File: config.mk
export PLATFORM = sky130hd
export DESIGN_NAME = if_fetch_unit_flat
export DESIGN_NICKNAME = d
export VERILOG_FILES = /design/src/rtl/if_fetch_unit_if.sv /design/src/rtl/if_fetch_unit.sv /design/src/flat_wrapper.sv
export SDC_FILE = /design/constraint.sdc
export NUM_CORES = 1
export LEC_CHECK = 0
export BUFFER_PORTS_ARGS = -buffer_cell sky130_fd_sc_hd__buf_2
export CAP_MARGIN = 0
export CORE_UTILIZATION = 54
export CTS_BUF_LIST = sky130_fd_sc_hd__clkbuf_8 sky130_fd_sc_hd__clkbuf_16
export DETAILED_ROUTE_END_ITERATION = 6
export PLACE_DENSITY_LB_ADDON = 0.25
export SETUP_SLACK_MARGIN = 0.15
export SYNTH_ARGS = -nofsm -noshare
export SYNTH_HDL_FRONTEND = slang
export SYNTH_SLANG_ARGS = --single-unit
File: constraint.sdc
create_clock -name i_clk -period 2.15 [get_ports i_clk]
set_input_delay 0 -clock i_clk [delete_from_list [all_inputs] [get_ports i_clk]]
set_output_delay 0 -clock i_clk [all_outputs]
set_load 0.05 [all_outputs]
File: src/rtl/if_fetch_unit_if.sv
// Instruction-memory request/acknowledge bus between the fetch unit and imem.
// The fetch unit holds req and addr steady until ack. The memory may ack in
// the same cycle as the request (zero-wait) or after any number of waits.
interface if_fetch_unit_if;
   logic        imem_req;
   logic [31:0] imem_addr;
   logic        imem_ack;
   logic [31:0] imem_rdata;

   // Fetch unit side
   modport master (
      output imem_req,
      output imem_addr,
      input  imem_ack,
      input  imem_rdata
   );

   // Instruction memory side
   modport slave (
      input  imem_req,
      input  imem_addr,
      output imem_ack,
      output imem_rdata
   );
endinterface

File: src/rtl/if_fetch_unit.sv
// Instruction-fetch stage. It owns the program counter and the IF/ID pipeline
// register, and it fetches from instruction memory over a req/ack bus with
// variable latency.
//
// The FSM has three states:
//   FETCH   - Requests the word at pc. A misaligned pc completes at once with
//             adel set and no bus request.
//   HOLD    - A completed fetch is parked in the hold buffer while ID stalls.
//   DISCARD - A redirect arrived while a request was outstanding. The bus
//             request is kept alive until its ack, and the returned data is
//             dropped.
//
// The next-PC selector is sampled only at hand-off, so a branch delay slot is
// always fetched and delivered without any help from this block.
module if_fetch_unit #(
   parameter logic [31:0] RESET_PC = 32'h0000_0000
) (
   input  logic                   i_clk,
   input  logic                   i_rst,
   // Next-PC selector
   input  logic [31:0]            i_next_pc,
   input  logic                   i_redirect,
   input  logic                   i_stall,
   output logic [31:0]            o_IF_current_pc,
   // Instruction memory bus
   if_fetch_unit_if.master        imem,
   // IF/ID pipeline register
   output logic                   o_ID_valid,
   output logic [31:0]            o_ID_instr,
   output logic [31:0]            o_ID_pc,
   output logic                   o_ID_adel
);

   typedef enum logic [1:0] {
      S_FETCH   = 2'd0,
      S_HOLD    = 2'd1,
      S_DISCARD = 2'd2
   } state_t;

   // Registered state
   state_t      state_q;
   logic [31:0] pc_q;
   logic [31:0] discard_addr_q;

   logic [31:0] buf_instr_q;
   logic [31:0] buf_pc_q;
   logic        buf_adel_q;
   logic        buf_full_q;

   logic        id_valid_q;
   logic [31:0] id_instr_q;
   logic [31:0] id_pc_q;
   logic        id_adel_q;

   // Fetch result for the current cycle
   logic        pc_aligned_d;
   logic        fetch_done_d;
   logic [31:0] fetch_instr_d;
   logic        fetch_adel_d;

   // A misaligned pc never goes onto the bus. It completes immediately as an
   // address-error pseudo-instruction with a zero instruction word.
   assign pc_aligned_d  = (pc_q[1:0] == 2'b00);
   assign fetch_done_d  = (state_q == S_FETCH) && (!pc_aligned_d || imem.imem_ack);
   assign fetch_instr_d = pc_aligned_d ? imem.imem_rdata : 32'h0000_0000;
   assign fetch_adel_d  = !pc_aligned_d;

   // Bus request is decoded from registered state only. Reset masks it, so
   // req stays low during the reset cycle whatever the prior state was.
   always_comb begin
      imem.imem_req  = 1'b0;
      imem.imem_addr = pc_q;
      case (state_q)
         S_FETCH: begin
            imem.imem_req  = pc_aligned_d;
            imem.imem_addr = pc_q;
         end
         S_DISCARD: begin
            imem.imem_req  = 1'b1;
            imem.imem_addr = discard_addr_q;
         end
         default: begin
            imem.imem_req  = 1'b0;
            imem.imem_addr = pc_q;
         end
      endcase
      if (i_rst) begin
         imem.imem_req = 1'b0;
      end
   end

   // Fetch FSM, PC, hold buffer and IF/ID register.
   // Priority order: reset, then redirect, then normal operation.
   always_ff @(posedge i_clk) begin
      if (i_rst) begin
         state_q        <= S_FETCH;
         pc_q           <= RESET_PC;
         discard_addr_q <= 32'h0000_0000;
         buf_instr_q    <= 32'h0000_0000;
         buf_pc_q       <= 32'h0000_0000;
         buf_adel_q     <= 1'b0;
         buf_full_q     <= 1'b0;
         id_valid_q     <= 1'b0;
         id_instr_q     <= 32'h0000_0000;
         id_pc_q        <= 32'h0000_0000;
         id_adel_q      <= 1'b0;
      end else if (i_redirect) begin
         // A kill redirect flushes every IF-side instruction. It overrides
         // both the stall and any completion in this cycle.
         pc_q       <= i_next_pc;
         id_valid_q <= 1'b0;
         buf_full_q <= 1'b0;
         case (state_q)
            S_FETCH: begin
               // An unacked request must still be seen through on the bus.
               // An acked or misaligned fetch is simply dropped.
               if (pc_aligned_d && !imem.imem_ack) begin
                  discard_addr_q <= pc_q;
                  state_q        <= S_DISCARD;
               end
            end
            S_HOLD: begin
               state_q <= S_FETCH;
            end
            S_DISCARD: begin
               // The outstanding request is unchanged. Only pc moves.
               if (imem.imem_ack) begin
                  state_q <= S_FETCH;
               end
            end
            default: begin
               state_q <= S_FETCH;
            end
         endcase
      end else begin
         case (state_q)
            S_FETCH: begin
               if (fetch_done_d) begin
                  if (!i_stall) begin
                     // Hand the fetched word straight to ID.
                     id_valid_q <= 1'b1;
                     id_instr_q <= fetch_instr_d;
                     id_pc_q    <= pc_q;
                     id_adel_q  <= fetch_adel_d;
                     pc_q       <= i_next_pc;
                  end else begin
                     // ID is busy, so park the word. IF/ID keeps its value.
                     buf_instr_q <= fetch_instr_d;
                     buf_pc_q    <= pc_q;
                     buf_adel_q  <= fetch_adel_d;
                     buf_full_q  <= 1'b1;
                     state_q     <= S_HOLD;
                  end
               end else if (!i_stall) begin
                  id_valid_q <= 1'b0;
               end
            end
            S_HOLD: begin
               if (!i_stall) begin
                  id_valid_q <= buf_full_q;
                  id_instr_q <= buf_instr_q;
                  id_pc_q    <= buf_pc_q;
                  id_adel_q  <= buf_adel_q;
                  pc_q       <= i_next_pc;
                  buf_full_q <= 1'b0;
                  state_q    <= S_FETCH;
               end
            end
            S_DISCARD: begin
               // Nothing is handed off here. The stall only decides whether
               // ID sees a bubble or keeps what it has.
               if (!i_stall) begin
                  id_valid_q <= 1'b0;
               end
               if (imem.imem_ack) begin
                  state_q <= S_FETCH;
               end
            end
            default: begin
               state_q <= S_FETCH;
            end
         endcase
      end
   end

   assign o_IF_current_pc = pc_q;
   assign o_ID_valid      = id_valid_q;
   assign o_ID_instr      = id_instr_q;
   assign o_ID_pc         = id_pc_q;
   assign o_ID_adel       = id_adel_q;

endmodule
File: src/flat_wrapper.sv
// flat-port wrapper written by rule: the top's interface ports become plain ports
module if_fetch_unit_flat 
#(
   parameter logic [31:0] RESET_PC = 32'h0000_0000
)
  (i_clk, i_rst, i_next_pc, i_redirect, i_stall, o_IF_current_pc, o_ID_valid, o_ID_instr, o_ID_pc, o_ID_adel, imem_imem_req, imem_imem_addr, imem_imem_ack, imem_imem_rdata);
  if_fetch_unit_if imem_i ();
  input  logic i_clk;
  input  logic i_rst;
  input  logic [31:0] i_next_pc;
  input  logic i_redirect;
  input  logic i_stall;
  output logic [31:0] o_IF_current_pc;
  output logic o_ID_valid;
  output logic [31:0] o_ID_instr;
  output logic [31:0] o_ID_pc;
  output logic o_ID_adel;
  output wire logic [$bits(imem_i.imem_req)-1:0] imem_imem_req;
  output wire logic [$bits(imem_i.imem_addr)-1:0] imem_imem_addr;
  input wire logic [$bits(imem_i.imem_ack)-1:0] imem_imem_ack;
  input wire logic [$bits(imem_i.imem_rdata)-1:0] imem_imem_rdata;
  assign imem_imem_req = imem_i.imem_req;
  assign imem_imem_addr = imem_i.imem_addr;
  assign imem_i.imem_ack = imem_imem_ack;
  assign imem_i.imem_rdata = imem_imem_rdata;
  if_fetch_unit #(.RESET_PC(RESET_PC)) u_core (.i_clk(i_clk), .i_rst(i_rst), .i_next_pc(i_next_pc), .i_redirect(i_redirect), .i_stall(i_stall), .o_IF_current_pc(o_IF_current_pc), .imem(imem_i), .o_ID_valid(o_ID_valid), .o_ID_instr(o_ID_instr), .o_ID_pc(o_ID_pc), .o_ID_adel(o_ID_adel));
endmodule
==> results of run 1 <==
layer usage:
metal | vias to the layer above | global-route usage | part of all wire
li1 | 3877 | - | -
met1 | 3794 | 0.378 | 0.42
met2 | 335 | 0.479 | 0.48
met3 | 39 | 0.0675 | 0.078
met4 | 0 | 0.0992 | 0.023
met5 | - | 0 | 0
synth_stat cells, drive strengths merged:
cell type	instances	area (µm²)
nand3	34	170
a31oi	3	33.8
or4	1	7.51
inv	4	15.0
a32oi	1	8.76
nor2	8	32.5
mux2i	35	350
buf	43	226
a211o	1	8.76
a211oi	34	255
a22oi	1	7.51
clkbuf	51	191
a31o	2	17.5
nand2	255	957
a21oi	193	966
nor4b	1	15.0
o31ai	1	12.5
ha	6	75.1
dfxtp	198	3960
mux2	32	360
nand3b	32	240
or2	1	6.26
nand2b	2	12.5
a311oi	32	280
o21ai	4	20.0
nand4b	1	8.76
or3	1	6.26
and2	1	6.26
a2bb2oi	1	8.76
nor3b	2	15.0
o21bai	1	7.51
or4b	1	13.8
nor3	2	10.0
path summary, 6_finish.rpt:
check                                                      start                                 endpoint
worst min register to register  u_core.buf_pc_q[27]$_SDFFE_PP0P_         u_core.buf_pc_q[27]$_SDFFE_PP0P_
worst min-delay path                                     i_stall           u_core.buf_full_q$_SDFFE_PP0P_
worst max register to register    u_core.state_q[0]$_SDFFE_PP0P_  u_core.o_IF_current_pc[22]$_SDFFE_PP0P_
worst max-delay path              u_core.state_q[0]$_SDFFE_PP0P_  u_core.o_IF_current_pc[22]$_SDFFE_PP0P_
sequential cells by signal (all words and copies together) (netlist names):
| name | flops |
|---|---|
| u_core.buf_instr_q | 32 |
| u_core.buf_pc_q | 32 |
| u_core.discard_addr_q | 32 |
| u_core.o_ID_instr | 32 |
| u_core.o_ID_pc | 32 |
| u_core.o_IF_current_pc | 32 |
| u_core.state_q | 2 |
| u_core.buf_adel_q | 1 |
| u_core.buf_full_q | 1 |
| u_core.o_ID_adel | 1 |
| u_core.o_ID_valid | 1 |
power by group:
part	internal [W]	switching, W
Combinational	0.000923	0.00205
Sequential	0.00396	0.000209
Clock	0.00221	0.00137
Total	0.00708	0.00363
placed cells by master, fill, tap and decap left out, types with 2 or more instances in the layout:
master         netlist  routed
buf_12               0       9
bufinv_16            0       6
mux2i_1             35      35
o21ai_0              3       3
ha_2                 0       3
nand3b_1            32      32
inv_2                0       2
a211oi_1            34      34
a311oi_1            32      32
dfxtp_1            198     196
dlygate4sd3_1        0      66
nand2_1            255     255
buf_4                0      19
buf_6                3       5
dfxtp_2              0       2
inv_1                4       3
a31oi_1              2       2
mux2_2              32      32
nor2_1               7       4
ha_1                 6       2
clkinvlp_4           0       3
nor3b_1              2       2
nor2_4               0       3
nand2b_1             2       2
a21oi_1            193     189
buf_2               34     198
a21oi_2              0       4
clkbuf_16            0      19
nand3_1             34      34
per-stage QoR:
| stage | instances | setup WS [ns] |
|---|---|---|
| 2_1_floorplan | 985 | 0.191 |
| 3_3_place_gp | 1303 | 0.0940 |
| 3_5_place_dp | 1303 | 0.0267 |
| 4_1_cts | 1400 | 0.149 |
| 5_1_grt | 1407 | 0.109 |
| 6_report | 1407 | 0.184 |
final cells by class:
cell class / count / area [µm²] / share of cell area
flip-flops and latches: 198 / 3970 / 0.361
multi-input cells: 689 / 4010 / 0.365
diodes: 1 / 2.50 / 0.000228
inverters: 4 / 15.0 / 0.00137
repair buffers: 300 / 2100 / 0.191
clock buffers: 18 / 439 / 0.0400
clock inverters: 13 / 229 / 0.0208
well taps: 184 / 230 / 0.0210
what timing repair did:
item / CTS / global route
hold endpoints to repair: 100 / 0
gates cloned: 0 / 3
pin swaps: 0 / 1
endpoints found under the setup margin: 88 / 160
setup buffers: 0 / 3
resized for setup: 10 / 14
hold buffers: 66 / 0
cells by family (layout without fill, tap and decap cells):
logic type      Yosys count  after routing
buf+inv                  98            335
other cells               0              1
mux                      67             67
simple gates            342            342
flops                   198            198
compound gates          274            274
fa+ha+maj                 6              6
critical path, stage by stage (launching register included):
cell and delay (ns):
dfxtp_2 0.34, inv_2 0.11, ha_4 0.17, or4b_4 0.51, a31oi_4 0.23, buf_12 0.15, buf_12 0.14, nand2_1 0.08
a21oi_1 0.17
==> results list, run 1 <==
- The run finished with clean final reports.
- GR Overflow Total: 0
- Source-to-sink clock delay at the later pin of the worst-skew pair: ~0.43 ns
- Number of maximum-capacitance violations: 0
- The initial utilization of the core area, before any placement, comes to 0.563.
- Across the routed clock network, the largest skew measured is approximately 0.0077 ns.
* Area of the die: 15900 µm²
* Post-synthesis cell count: about 1000
* Final Setup Violations: 0
* Post-synthesis compound-gate area fraction: 0.196
- The detailed router finished its first iteration with 682 violations.
* Cell at the root of the clock tree: clkbuf_16
* Adder-cell share of the synthesized area: 0.00903
* Mapped Nets: about 1100
- The worst pin sits at a relative slew slack of 0.614.
- Summed over all layers, the routed wires come to roughly 24000 µm.
- Dividing the detail-routed via count by the number of cells gives about 5.7.
* Type of element capturing the critical path: flip-flop
* CTS tree: built
* Cell depth of the worst flop-to-flop path: 8
- The longest clock path from root to sink contains 2 buffers.
- Of the total synthesized cell area, the portion taken by XOR and XNOR cells is 0.
* Gpl congestion: approximately 0.83
- Layout net count: roughly 1300
* Utilization of the core after routing: 0.745
- Overall power consumption after layout is estimated at 0.0107 W.
- Share of the yosys chip area belonging to registers: 0.477
- Setup repair after global routing could not meet its margin everywhere.
* Half-perimeter wire length after placement: 13600 µm
- From bottom edge to top edge, the die measures about 130 µm.
- Part of the cycle the worst path needs: 0.915
* Pin count of the biggest net entering global routing: 71
* Layout cells sized above 1: 0.264
- Setup slack on the worst reg-to-reg path comes out at 0.18 ns.
- Residual DRC count: 0
- Final-report hold violation count: 0
* Area after detailed placement: about 9500 µm²
- The cell area that synthesis handed to floorplanning was 8310 µm².
- Once layout is done, the placed cells without fillers occupy between 10000 and 15000 µm².
- The first TritonRoute pass finished after 5 iterations.
- Routed vias: a little over 8000
- The setup path with the least slack is of type reg -> reg.
- Highest attainable clock frequency: 509 MHz
- Post-route antenna net violation count: 0
* Filler Cells Inserted: ~1100
- STA puts the critical path data arrival time at between 2 and 2.5 ns.
- Wire length of the first global-routing pass: around 37000 µm
* Peak supply drop: 0.738 mV
* Die Wd: approximately 130 µm
- Total global routing track utilization: 0.292
- After synthesis, the share of cell area in mux cells is 0.0855.
- Synthesis inferred between 150 and 200 register bits.
* TNS Setup: 0 ns
- The netlist uses 38 different library cells.
- The clock drives approximately 200 sinks.
- The initial antenna violation count was 1.
- The tightest hold path in the finished design has a slack of roughly 0.046 ns.
- Count of pins over their slew limit: 0
- Of the total synthesized cell area, the portion taken by AND, OR, NAND and NOR gates is 0.181.
- Compared with the post-synthesis result, the final layout area differs by 32.2%.
* Total clock buffers created by CTS: 17
* Number of cells traversed by the worst hold path: 3
- Average wire per cell in the routed design: 16.8 µm
* Actual transition at the worst max-transition pin: between 0.5 and 0.6 ns
- The tightest min-delay check is of the in -> reg type.
- Final worst path period need: 1.97 ns
- Placement row count: 44
- Number of H-tree branching levels: 4
- Clock-pin slew of the registers on the worst-case setup and hold paths: ~0.07 ns
- STA puts the critical path data required time at roughly 2.5 ns.
- Synthesized area divided by synthesized cell count: about 8.4 µm²
- Along the worst path, the maximum fanout reaches 8.
- PwrDens: between 900 and 1000 nW/µm²
- Syn. warnings: 0
- Combinational family with the most area after synthesis: compound AO/OA/AOI/OAI gates
* Startpoint types: flip-flop
- Area of the core: around 15000 µm²
- Via count of the first global-routing pass: 7483
* Port Buf Inserts: ~200
* Leak: 4.33 nW
* I/O pin count: 200
Power figures use the tool's default switching activity.
==> run 2: changes to the inputs <==
- PLACE_DENSITY: unset -> 0.91
- PLACE_DENSITY_LB_ADDON: 0.25 -> unset
==> run 2 against run 1 <==
  * Hold slack got worse by 0.027 ns
  * Power down 0.71%
  * Via count up 7.4%
  * Final cell count increased by 0.71%
  * Setup slack worse by 0.026 ns
  * Flip-flop and latch count unchanged
  * First-iteration DRC count increased by 47%
  * Wire length is 19% higher
  * Clock skew grew 0.0018 ns
  * Sequential power is essentially flat
  * Critical path type unchanged
==> results list, run 2 (synthesis gave the netlist of run 1 again) <==
- Outcome: complete, no violations
- The die covers 15900 µm².
* Residual DRC count: 0
- The final count of hold timing violations came to 0.
- Summing all placed instances gives a cell area of 9510 µm².
* Source-to-sink clock delay at the later pin of the worst-skew pair: about 0.44 ns
- Entering global routing, the biggest net connects between 60 and 70 pins.
- Total wire length after detailed routing: 28300 µm
- Cell at the root of the clock tree: clkbuf_16
* Wire length of the first global-routing pass: 42200 µm
- For the pin with the worst max-slew slack, the measured transition is around 0.55 ns.
- PwrDens: approximately 960 nW/µm²
- Gpl congestion: between 0.8 and 0.9
- For this configuration, the core starts out at a cell density of 0.563.
* Commonest non-fill, non-tap cell in the layout: nand2_1
* Highest attainable clock frequency: between 500 and 600 MHz
- Routed vias: between 8000 and 9000
- Total global routing track utilization: 0.336
- Along the worst path, the maximum fanout reaches 8.
- The count of buffers added on input and output ports is between 150 and 200.
- Slew Limit Headroom: 0.634
* Worst Path Class, Setup: reg -> reg
- The first detailed-routing pass took 5 iterations.
- Reg2Reg Launch Point: u_core.state_q[1]$_SDFFE_PP0P_
* Type of element capturing the critical path: flip-flop
- Total clock buffers created by CTS: 17
* RSZ-0062 raised after global routing: false
- Layout cells sized above 1: 0.276
* TNS Setup: 0 ns
- The count of final max-slew check failures was 0.
* Number of antenna violations at the first check in global routing: 0
- Max-cap violations in this run came to 0.
- Leak: around 4.4 nW
- CP Launch Point: u_core.state_q[1]$_SDFFE_PP0P_
- Counting I/O delays and the setup requirement, the final critical path takes 1.99 ns.
* Die Wd: 126 µm
- The startpoint identified for the worst hold timing path is i_rst.
- 1st-iter DRT viols: between 1000 and 1500
- Part of the cycle the worst path needs: 0.927
* GR Overflow Total: 0
* Number of buffers on the longest clock path: 2
- The finished cells cover about 11000 µm².
- Height of the die: 126 µm
- Between clock sinks in the finished design, the worst skew comes to approximately 0.0095 ns.
* Area growth from synthesis to layout: 33.5%
- Vias per cell: between 6 and 7
- The wire-length estimate of the detail-placed layout is 14300 µm.
* Hold Slack: roughly 0.019 ns
* Worst Path Required: around 2.5 ns
- The net count of the finished layout is around 1300.
- Fill cells in the final layout number 939.
- Most frequent cells in the layout: nand2_1 (253), buf_2 (198), dfxtp_1 (196)
* I/O pin count: 200
* Number of H-tree branching levels: 4
* Average wire per cell in the routed design: between 15 and 20 µm
* CTS tree: built
- In this run the remaining antenna-violating nets after routing total 0.
- After floorplanning, the core was divided into between 40 and 50 placement rows.
- WP data arrival: 2.31 ns
* Startpoint types: flip-flop
- Peak supply drop: just over 0.7 mV
- Area of the core: 14800 µm²
* Sink Count: 198
- Clock-pin slew was measured on the worst setup and hold paths at around 0.070 ns.
* Via count of the first global-routing pass: a little over 8000
* Path type of the worst min-delay path: in -> reg
- Setup violations remaining at the end of the flow were counted as 0.
- The worst register-to-register path has a setup slack of ~0.16 ns.
==> run 2: layer usage <==
layer,part of all wire,global-route usage,vias to the layer above
li1,-,-,3907
met1,0.36,0.383,4039
met2,0.49,0.572,575
met3,0.10,0.0909,121
met4,0.045,0.185,0
met5,0,0,-
==> run 2: path summary, 6_finish.rpt <==
path,cells past startpoint,endpoint
worst min-delay path,2,u_core.buf_pc_q[0]$_SDFFE_PP0P_
worst min register to register,2,u_core.buf_pc_q[3]$_SDFFE_PP0P_
worst max register to register,7,u_core.o_IF_current_pc[17]$_SDFFE_PP0P_
worst max-delay path,7,u_core.o_IF_current_pc[17]$_SDFFE_PP0P_
==> run 2: per-stage QoR <==
step | utilization | total power [W] | setup WS (ns) | cells
after CTS | 0.735 | 0.0104 | 0.148 | 1403
after global placement | 0.645 | 0.00695 | 0.108 | 1304
after global routing | 0.752 | 0.0110 | 0.137 | 1416
after floorplan | - | 0.00627 | 0.191 | 985
after detailed placement | 0.645 | 0.00701 | -0.0148 | 1304
final | 0.752 | 0.0106 | 0.157 | 1417
==> run 2: timing repair <==
item                       in CTS  in global routing
cloned                          2                  4
gates resized for setup         7                 21
setup endpoints to repair      91                134
pin swaps                       1                  6
setup buffers                   0                  9
hold endpoints to repair       98                  0
hold buffers                   65                  0
==> run 2: area by class of cell <==
type | instances | area, µm² | share of cell area
diodes | 1 | 2.50 | 0.000226
clock buffers | 20 | 467 | 0.0421
clock inverters | 12 | 143 | 0.0129
inverters | 4 | 20.0 | 0.00180
multi-input cells | 691 | 4060 | 0.365
flip-flops and latches | 198 | 3970 | 0.358
well taps | 184 | 230 | 0.0207
repair buffers | 307 | 2210 | 0.199
==> run 2: worst max-delay path, stage by stage (launching register included) <==
cell,delay [ns]
dfxtp_4,0.36
inv_4,0.08
ha_4,0.17
or4b_4,0.52
buf_4,0.18
a31o_2,0.36
nand2_1,0.13
a21oi_1,0.07
==> run 2: power breakdown <==
group,leakage (nW),switching (W),internal [W]
clock network,0.291,0.00146,0.00183
registers,1.62,0.000228,0.00395
logic,2.47,0.00217,0.000991
==> run 3: changes to the inputs <==
- CAP_MARGIN: 0 -> 20
- CORE_UTILIZATION: 54 -> 55
- CTS_BUF_LIST: sky130_fd_sc_hd__clkbuf_8 sky130_fd_sc_hd__clkbuf_16 -> sky130_fd_sc_hd__clkbuf_8
- PLACE_DENSITY: 0.91 -> 0.93
==> run 3 against run 2 <==
  * First-iteration DRC count is 1.1% lower
  * Flip-flop and latch count stayed put
  * Global-route usage is 1.9 points lower
  * Core utilization is 1.7 points lower
  * Die area is 1.8% lower
  * Sequential power hardly changed
  * The run now ends with DRC left
  * Via count is 1.4% lower
  * Combinational power is 2% lower
  * Sequential share of layout area is 1.1 points higher
  * Largest cell class unchanged
  * Hold slack better by 0.17 ns
  * Largest power group unchanged
  * Setup slack worse by 0.087 ns
==> results list, run 3 (synthesis gave the netlist of run 1 again) <==
- Placement row count: between 40 and 50
- Leaving out fill and tap cells, the most frequent cell in the layout is nand2_1.
* Max Clock Skew: ~0.016 ns
- In this run the worst setup path begins at u_core.state_q[1]$_SDFFE_PP0P_.
* Leak: 4.22 nW
* Pin count of the biggest net entering global routing: 74
- Clock-pin slew of the registers on the worst-case setup and hold paths: between 0.1 and 0.15 ns
* Outcome: finished, violations left
- Setup slack on the worst flop-to-flop path: 0.07 ns
* Effective utilization at floorplan: 0.567
- Final-report hold violation count: 0
* Source-to-sink clock delay at the later pin of the worst-skew pair: ~0.50 ns
* Number of buffers on the longest clock path: 2
- Minimum setup slack in the final design: about 0.07 ns
- The pre-antenna-repair detailed-routing pass consisted of 7 iterations.
- Setup violations remaining at the end of the flow were counted as 0.
- Reg2Reg Launch Point: u_core.state_q[1]$_SDFFE_PP0P_
- STA puts the critical path data arrival time at ~2.5 ns.
- Dividing the detail-routed via count by the number of cells gives a little over 6.
* Die Wd: 125 µm
* Sink Count: between 150 and 200
- Beginning of the worst hold path: imem_imem_ack
- Most frequent cells in the layout: nand2_1 (255), buf_2 (198), dfxtp_1 (196)
- Count of placed standard cells in the final layout, fillers left out: between 1000 and 1500
* GR Overflow Total: 0
* Cell depth of the worst flop-to-flop path: 8
* Internal: around 0.0058 W
- The completed layout was analyzed and its total power is between 0.009 and 0.01 W.
- Final worst path period need: approximately 2.1 ns
* Cell at the root of the clock tree: clkbuf_8
- Type of element capturing the critical path: flip-flop
- Of the total power, the share spent switching nets is 0.397.
* Filler Cells Inserted: ~960
* Slew Limit Headroom: 0.575
* Port Buf Inserts: around 200
- The count of final max-slew check failures is 0.
* Average wire per cell in the routed design: ~19 µm
* Area growth from synthesis to layout: 29.6%
- Final antenna diode count: 0
* Actual transition at the worst max-transition pin: around 0.63 ns
* Utilization of the core after routing: 0.735
* Height of the die: 125 µm
* Routed vias: ~8500
- In the global route stage, overall resource usage came out at 0.317.
- Endpoint of the worst hold path: u_core.state_q[0]$_SDFFE_PP0P_
- Part of the cycle the worst path needs: 0.967
* Reg-to-reg critical path endpoint: u_core.o_IF_current_pc[13]$_SDFFE_PP0P_
- Wire length of the first global-routing pass: a little under 40000 µm
* Layout net count: 1285
- Once detail routing completed, the nets flagged for antenna violations numbered 0.
- Worst Path Class, Setup: reg -> reg
- Across the run, the number of max-cap violations was 0.
- Residual DRC count: 26
- In this run, the number of DRC markers left after iteration 0 of detailed routing was roughly 1000.
- Sequential share of power: 0.436
- Before CTS, the worst setup slack after placement is -0.0240 ns.
* PwrDens: ~890 nW/µm²
- The core region is ~15000 µm².
- The number of global-route vias before repair was 8014.
- Violations in the final reports: DRC
- The floorplan step defined a die boundary enclosing 15600 µm².
- Path type of the worst min-delay path: in -> reg
* RSZ-0062 raised after global routing: false
- The initial antenna violation count came to 0.
* Number of cells traversed by the worst hold path: 5
- Timing would allow up to slightly below 500 MHz.
- TNS Setup: 0 ns
* Total wire length after detailed routing: 26800 µm
- The clock tree synthesis step divided the H-tree into 4 levels.
- Clock tree synthesis inserted a total of 17 buffers.
* Worst Path Required: ~2.6 ns
* Startpoint types: flip-flop
- Layout cells sized above 1: 0.267
- VDD sags by at most ~0.7 mV.
- Of the total power, combinational logic draws 0.323.
* Clock network fraction of design power: 0.241
- CTS tree: built
- Once detailed placement completed, the half-perimeter wirelength came to 13900 µm.
- Routability-driven placement finished with a final weighted congestion of approximately 0.9.
* Largest fanout on the critical path: 12
* Number of instances in the placed design: roughly 1300
- I/O pin count: 200
- Reported net switching power: roughly 0.0038 W
## run 3: cell types whose count changed in the layout (fill, tap and decap cells not counted), moves of 3 or more
cell	previous run	this run
clkbuf_16	20	3
clkbuf_8	3	18
buf_4	26	15
buf_6	2	5
inv_8	1	4
## run 3: area by class of cell
type | count | area [µm²] | share of cell area
clock inverters | 14 | 119 | 0.0110
clock buffers | 18 | 248 | 0.0230
multi-input cells | 689 | 4020 | 0.374
repair buffers | 300 | 2160 | 0.200
inverters | 4 | 20.0 | 0.00186
well taps | 184 | 230 | 0.0214
flip-flops and latches | 198 | 3970 | 0.369
## run 3: stage by stage
stage	hold slack, ns	instance area (µm²)
floorplan	0.140	8320
global placement	0.245	9450
detailed placement	0.249	9450
CTS	0.0896	10600
global route	0.192	10800
finish	0.184	10800
## run 3: critical path: stages (launching register included)
cell	delay, ns
dfxtp_4	0.39
inv_4	0.09
ha_4	0.18
or4b_4	0.53
a31oi_4	0.23
buf_12	0.15
clkbuf_16	0.17
nand2_1	0.08
a21oi_1	0.18
## run 3: per-layer routing
layer  up-vias  routed length (µm)  GRT usage
met5         -                   0          0
met4         0                1120      0.154
met3       110                2510     0.0851
met2       488               13100      0.539
met1      4036               10000      0.370
li1       3887                   -          -
## run 3: repair_timing
| item | CTS | global route |
|---|---|---|
| gates cloned | 1 | 3 |
| hold endpoints to repair | 112 | 0 |
| hold buffers | 67 | 0 |
| setup buffers | 1 | 5 |
| gates resized for setup | 8 | 22 |
| endpoints found under the setup margin | 142 | 225 |
| pin swaps | 0 | 2 |
## run 3: worst max-delay path by stage
stage	endpoint	slack, ns	cells past startpoint
5_1_grt	u_core.o_IF_current_pc[13]$_SDFFE_PP0P_	0.06	8
2_1_floorplan	u_core.o_IF_current_pc[10]$_SDFFE_PP0P_	0.19	6
4_1_cts	u_core.o_IF_current_pc[2]$_SDFFE_PP0P_	0.10	7
6_report	u_core.o_IF_current_pc[13]$_SDFFE_PP0P_	0.07	8
3_3_place_gp	u_core.o_IF_current_pc[18]$_SDFFE_PP0P_	0.07	6
3_5_place_dp	u_core.o_IF_current_pc[2]$_SDFFE_PP0P_	-0.02	6
## run 3: power by group through the flow
stage                     registers (W)  logic [W]  clock network, W
after floorplan                 0.00495    0.00132                 0
after global routing            0.00421    0.00324           0.00247
final                           0.00418    0.00310           0.00231
after detailed placement        0.00424    0.00275                 0
after CTS                       0.00416    0.00290           0.00229
after global placement          0.00422    0.00271                 0
